===== src/rtl/fc_feeder.sv =====
// Initiator side of the FC layer handshake: gathers N_IN feature words, raises a
// level enable until fc_done, then offers the captured result on a valid/ready port.
module fc_feeder #(
  parameter int N_IN    = 8,
  parameter int DW      = 32,
  parameter int TIMEOUT = 255
) (
  input  logic               clk,
  input  logic               rst,
  input  logic [DW-1:0]      in_data,
  input  logic               in_valid,
  output logic               in_ready,
  output logic [N_IN*DW-1:0] fc_input,
  output logic               fc_enable,
  input  logic               fc_done,
  input  logic [DW-1:0]      fc_result,
  output logic [DW-1:0]      out_data,
  output logic               out_valid,
  input  logic               out_ready,
  output logic               busy,
  output logic               timeout_err
);

  localparam int IW = (N_IN > 1) ? $clog2(N_IN) : 1;
  localparam int CW = 16;

  typedef enum logic [1:0] {
    S_FILL,
    S_WAIT,
    S_OUT
  } state_t;

  state_t                 state_q, state_d;
  logic [IW-1:0]          idx_q;
  logic [CW-1:0]          cnt_q;
  logic [N_IN-1:0][DW-1:0] words_q;

  logic accept, last, done_hit, to_hit;

  assign last     = (idx_q == IW'(N_IN - 1));
  assign in_ready = (state_q == S_FILL);
  assign busy     = !((state_q == S_FILL) && (idx_q == '0));
  assign fc_input = words_q;

  // NOTE: every signal driven here gets a default first so no path leaves it
  // unassigned, which would otherwise infer a latch.
  always_comb begin
    state_d  = state_q;
    accept   = 1'b0;
    done_hit = 1'b0;
    to_hit   = 1'b0;
    unique case (state_q)
      S_FILL: begin
        if (in_valid) begin
          accept = 1'b1;
          if (last) state_d = S_WAIT;
        end
      end
      S_WAIT: begin
        // fc_done takes priority over an expiring wait on the same edge
        if (fc_done) begin
          done_hit = 1'b1;
          state_d  = S_OUT;
        end else if (cnt_q == CW'(TIMEOUT - 1)) begin
          to_hit  = 1'b1;
          state_d = S_FILL;
        end
      end
      S_OUT: begin
        if (out_ready) state_d = S_FILL;
      end
      default: state_d = S_FILL;
    endcase
  end

  // NOTE: sequential state uses non-blocking assignments so every flop samples
  // pre-edge values regardless of statement order.
  always_ff @(posedge clk or posedge rst) begin
    if (rst) state_q <= S_FILL;
    else     state_q <= state_d;
  end

  // The feature buffer is reset along with everything else so a reset
  // mid-fill leaves no stale words visible on fc_input.
  always_ff @(posedge clk or posedge rst) begin
    if (rst) begin
      idx_q       <= '0;
      cnt_q       <= '0;
      words_q     <= '0;
      fc_enable   <= 1'b0;
      out_data    <= '0;
      out_valid   <= 1'b0;
      timeout_err <= 1'b0;
    end else begin
      fc_enable <= (state_d == S_WAIT);
      out_valid <= (state_d == S_OUT);
      if (accept) begin
        words_q[idx_q] <= in_data;
        idx_q          <= last ? '0 : idx_q + 1'b1;
      end
      if (state_q == S_WAIT) cnt_q <= (done_hit || to_hit) ? '0 : cnt_q + 1'b1;
      if (done_hit) out_data <= fc_result;
      if (to_hit) timeout_err <= 1'b1;
    end
  end

endmodule


===== config.mk =====
export PLATFORM = sky130hd
export DESIGN_NAME = fc_feeder
export DESIGN_NICKNAME = d
export VERILOG_FILES = /design/src/rtl/fc_feeder.sv
export SDC_FILE = /design/constraint.sdc
export NUM_CORES = 1
export LEC_CHECK = 0
export ABC_AREA = 1
export ABC_CLOCK_PERIOD_IN_PS = 12700
export CORE_MARGIN = 10
export CORE_UTILIZATION = 47
export CTS_CLUSTER_SIZE = 30
export DETAILED_ROUTE_END_ITERATION = 16
export PLACE_DENSITY = 0.84
export SKIP_LAST_GASP = 1
export SYNTH_ARGS = -nofsm -noshare
export SYNTH_HDL_FRONTEND = slang
export SYNTH_SLANG_ARGS = --single-unit

===== constraint.sdc =====
create_clock -name clk -period 12.7 [get_ports clk]
set_input_delay 2.54 -clock clk [delete_from_list [all_inputs] [get_ports clk]]
set_output_delay 2.54 -clock clk [all_outputs]
set_load 0.02 [all_outputs]

== After elaboration in Yosys (flattened, before gate mapping) ==
Index checks and enable logic that the tools add are counted.

* Add/subtract/negate cells: 2
* Magnitude comparators: 2
* Equality and inequality tests: 6
* Muxes and demuxes: 18
* Reductions and logical operators: 6

{| class="wikitable"
|+ Operators with widths
! kind !! number
|-
| 256-bit bitwise mux || 1
|-
| 32-bit demux with 3-bit select || 1
|-
| 32-bit two-way mux || 1
|-
| 16-bit by 1-bit adder with 16-bit output (second input constant) || 1
|-
| 16-bit by 8-bit equality test with 1-bit output (second input constant) || 1
|-
| 16-bit two-way mux || 1
|-
| 2-bit two-way mux || 5
|-
| 1-bit two-way mux || 7
|-
| 2-bit case mux with 3 select lines || 1
|-
| 2-bit by 1-bit equality test with 1-bit output (second input constant) || 2
|-
| 2-bit equality test (second input constant) || 2
|-
| 3-bit by 4-bit < comparator with 1-bit output (second input constant) || 1
|-
| 3-bit by 1-bit adder with 3-bit output (second input constant) || 1
|-
| 3-bit equality test (second input constant) || 1
|-
| 3-bit by 1-bit greater-or-equal comparator with 1-bit output (second input constant) || 1
|-
| 3-bit logical NOT || 1
|-
| 3-bit two-way mux || 1
|-
| 1-bit logical AND || 2
|-
| 2-bit logical NOT || 1
|-
| 1-bit logical NOT || 1
|-
| 1-bit logical OR || 1
|}

* Flip-flop bits (word level): 312
* Input port bits: 69

== Logic depth before layout (Yosys ltp) ==
* Word-level depth: 6
* Gate-level depth with buffers: 9

== Worst setup path after synthesis ==
Ideal clock, no wire load.

* Path type: input-to-reg
* Start: in in_valid
* End: reg words_q, in the netlist fc_input[231]
* Library setup time: 0.083 ns
* Data arrival time: 3.442 ns
* Required time: 12.617 ns
* Slack: 9.175 ns
* Stages on the path: 8
* Path buffers: 1
* Cell sequence: nand2_2 > inv_2 > nand2_2 > inv_2 > nand2_1 > clkbuf_1 > nand2_1 > o21ai_0

* Longest elaborated chain between the ends: 2

{| class="wikitable"
|+ RTL lines
! what !! RTL line !! text
|-
| start, declared || 11 || <nowiki>input logic in_valid,</nowiki>
|-
| 1-bit two-way mux || 54 || <nowiki>if (in_valid) begin</nowiki>
|-
| 1-bit two-way mux || 52 || <nowiki>unique case (state_q)</nowiki>
|-
| end signal, assigned by index || 98 || <nowiki>words_q[idx_q] <= in_data;</nowiki>
|-
| end, declared || 36 || <nowiki>logic [N_IN-1:0][DW-1:0] words_q;</nowiki>
|}

No other way between the ends.
A chain may end at the register's enable or synchronous reset.

== Worst setup path after layout ==
* Start: reg idx_q[1]
* End: out busy

* Longest elaborated chain between the ends: 3

{| class="wikitable"
|+ RTL lines
! what !! RTL line !! text
|-
| start, declared || 34 || <nowiki>logic [IW-1:0] idx_q;</nowiki>
|-
| start signal, assigned || 99 || <nowiki>idx_q <= last ? '0 : idx_q + 1'b1;</nowiki>
|-
| 3-bit logical NOT || 42 || <nowiki>assign busy = !((state_q == S_FILL) && (idx_q == '0));</nowiki>
|-
| 1-bit logical AND || 42 ||
|-
| 1-bit logical NOT || 42 ||
|-
| end, declared || 20 || <nowiki>output logic busy,</nowiki>
|}

No other way between the ends.

==> results.toml <==
[route]
drt_iter0_markers = 716
antenna_left = 0
routedWlPerCell_um = 20.3
via_per_inst = 5.17
via_count = 9335
drc_errors = 0
first_pass_iters = 5
wirelength_mm = 36.7

[grt]
grt_overflow = 0
grt_usage_pct = 22.7
antenna_found_initial = 0
grt_pass1_wl_mm = 56.1
grt_pass1_vias = 9801
grt_max_degree = 186

[worst_setup_path]
arrival_ps = 2100
slowest_stage = "clkdlybuf4s50_1"
path_delay_family = "buffers and inverters"
critPathLaunchType = "flop"
worstPathRequired_ps = 10160
slowest_delay_ps = 610
critPathBufInv = 2
critPathKind = "reg -> out"
path_cells = "inv_2 > ha_1 > nand3_1 > clkdlybuf4s50_1"
worstSetupEndpointType = "output port"
path_max_fanout = 6

[synthesis]
yosysWarnings = 0
synth_nets = 1180
netlist_instances = 1106
synthArstFlopShare_pct = 100
syn-mean-instance-area_um2 = 10.5
ys_types = 29
synth-edff-count = 0
ys_ff_latch = 312
netlist_area_mm2 = 0.0116
yosysSeqAreaShare_pct = 67.5
synth_flop_cell = "dfrtp_1"

[cts]
cts-root-buf = "clkbuf_16"
post_cts_resize_count = 0
cts_inserted_buffers = 31
postCtsSetupBuffers = 0
cts_tree = "built"
clock-sinks = 312
clk_pin_slew_ps = 60
cts_max_level = 1
hold_buffers = 0
clkLatencyLatePin_ps = 550
cts_buffer_depth = 3

[pwr]
cellLeakagePower_nw = 7.55
p_sw_share_pct = 37.8
irDropWorstVdd_v = 0.000169
p_int_mw = 3.11
power.net_switching_mw = 1.89
seq_power_share_pct = 34.7
comb_power_share_pct = 44.0
clockPowerShare_pct = 21.2
powerDensity_mw_per_mm2 = 300

[place]
dpl_cell_area_mm2 = 0.0155
port-buffer-count = 361
gp_congestion = 0.833
hpwl_mm = 25.5

[timing]
setup_viol = 0
slew_viol_final = 0
finalHoldViolCount = 0
max_freq_mhz = 215
period_needed_ps = 4640
max_slew_margin_pct = 24.8
period_share_pct = 36.5
rsz0062_at_grt = "false"
setup_tns_ps = 0
worstMarginPinSlew_ps = 1120
holdWs_ps = 463
skew_ps = 14.2

[die]
row_count = 57
die_w_um = 177
dieArea_mm2 = 0.0313
coreArea_mm2 = 0.0242
ios = 362
die_h_um = 177
start_util_pct = 47.7

[min_path]
hold_class = "reg -> reg"

[cells_and_area]
syn_to_final_growth_pct = 44.2
insertedDiodeCount = 0
utilization_pct = 68.7
fin_area_mm2 = 0.0167
num-nets-final = 1530
drive_gt1_share_pct = 7.84

[flow_run]
maxCapViolations = 0

[run_status]
status = "finished clean"
==> worst paths after layout <==
kind | start | endpoint | slack (ps) | cells past startpoint
worst min-delay path | timeout_err$_DFFE_PP0P_ | timeout_err$_DFFE_PP0P_ | 460 | 2
worst min register to register | timeout_err$_DFFE_PP0P_ | timeout_err$_DFFE_PP0P_ | 460 | 2
min in group asynchronous | rst | fc_input[228]$_DFFE_PP0P_ | 2550 | 2
worst max register to register | state_q[0]$_DFF_PP0_ | fc_input[109]$_DFFE_PP0P_ | 10090 | 8
worst max-delay path | idx_q[1]$_DFFE_PP0P_ | busy | 8060 | 4
max in group asynchronous | rst | fc_input[12]$_DFFE_PP0P_ | 8660 | 3
==> tightest hold or removal path, stage by stage, from the launching register on <==
cell	delay, ps
dfrtp_1	340
inv_1	40
nand2_1	50
==> power groups by stage <==
stage	sequential, mW	combinational [mW]	clock, mW
floorplan	2.23	0.546	0
global placement	1.72	2.16	0
detailed placement	1.74	2.22	0
CTS	1.74	2.23	1.08
global route	1.79	2.37	1.12
finish	1.74	2.20	1.06
==> metal layers <==
metal  vias up  wire length [um]  track usage, %
li1       4323                 -               -
met2       413             17600            38.0
met3        70              4200            8.24
met4         0              1170            7.46
met1      4529             13700            26.7
met5         -                 0               0
==> flip-flops by register name, summed over array words and instances (netlist names) <==
register	flops
cnt_q	16
fc_enable	1
fc_input	256
idx_q	3
out_data	32
out_valid	1
state_q	2
timeout_err	1
==> cells in the final DEF (no fill, tap or decap), types with 16 or more instances in the layout <==
cell,count
a21oi_1,71
o21ai_0,187
inv_1,52
o21ai_1,16
clkdlybuf4s50_1,361
nand3_1,19
mux2_2,32
dfrtp_1,312
nand2_1,246
nor2_1,84
clkbuf_16,31
==> logic make-up after synthesis <==
| group | after synthesis | synth area share [%] |
|---|---|---|
| AOI/OAI and AO/OA | 279 | 12.2 |
| xor gates and xnor gates | 2 | 0.152 |
| adders and majority gates | 5 | 0.541 |
| buffers and inverters | 110 | 3.81 |
| DFF | 312 | 67.5 |
| muxes | 32 | 3.12 |
| and+or+nand+nor | 366 | 12.6 |
==> through the flow <==
step           total power [mW]  instances  setup WS [ps]
6_report                   5.01       1804           8060
5_1_grt                    5.28       1804           7960
4_1_cts                    5.05       1804           8040
3_5_place_dp               3.96       1747           7670
3_3_place_gp               3.88       1747           7750
2_1_floorplan              2.77       1106           1530
==> synthesized netlist by cell type (3+ instances only) <==
| master | instances | area share (%) |
|---|---|---|
| a21oi_1 | 71 | 3.1 |
| buf_2 | 13 | 0.56 |
| buf_4 | 3 | 0.19 |
| clkbuf_1 | 36 | 1.2 |
| dfrtp_1 | 312 | 68 |
| ha_1 | 5 | 0.54 |
| inv_1 | 53 | 1.7 |
| inv_2 | 4 | 0.13 |
| mux2_2 | 32 | 3.1 |
| nand2_1 | 248 | 8.1 |
| nand2_2 | 3 | 0.16 |
| nand3_1 | 22 | 0.95 |
| nor2_1 | 84 | 2.7 |
| o21ai_0 | 187 | 8.1 |
| o21ai_1 | 16 | 0.69 |
==> area by class of cell <==
type	instances	area, um2
Tap cell	324	405
Timing Repair Buffer	369	3690
Clock inverter	18	343
Sequential cell	312	7810
Inverter	58	225
Fill cell	1708	7580
Multi-Input combinational cell	684	3330
Clock buffer	39	866
Power figures use the tool's default switching activity.
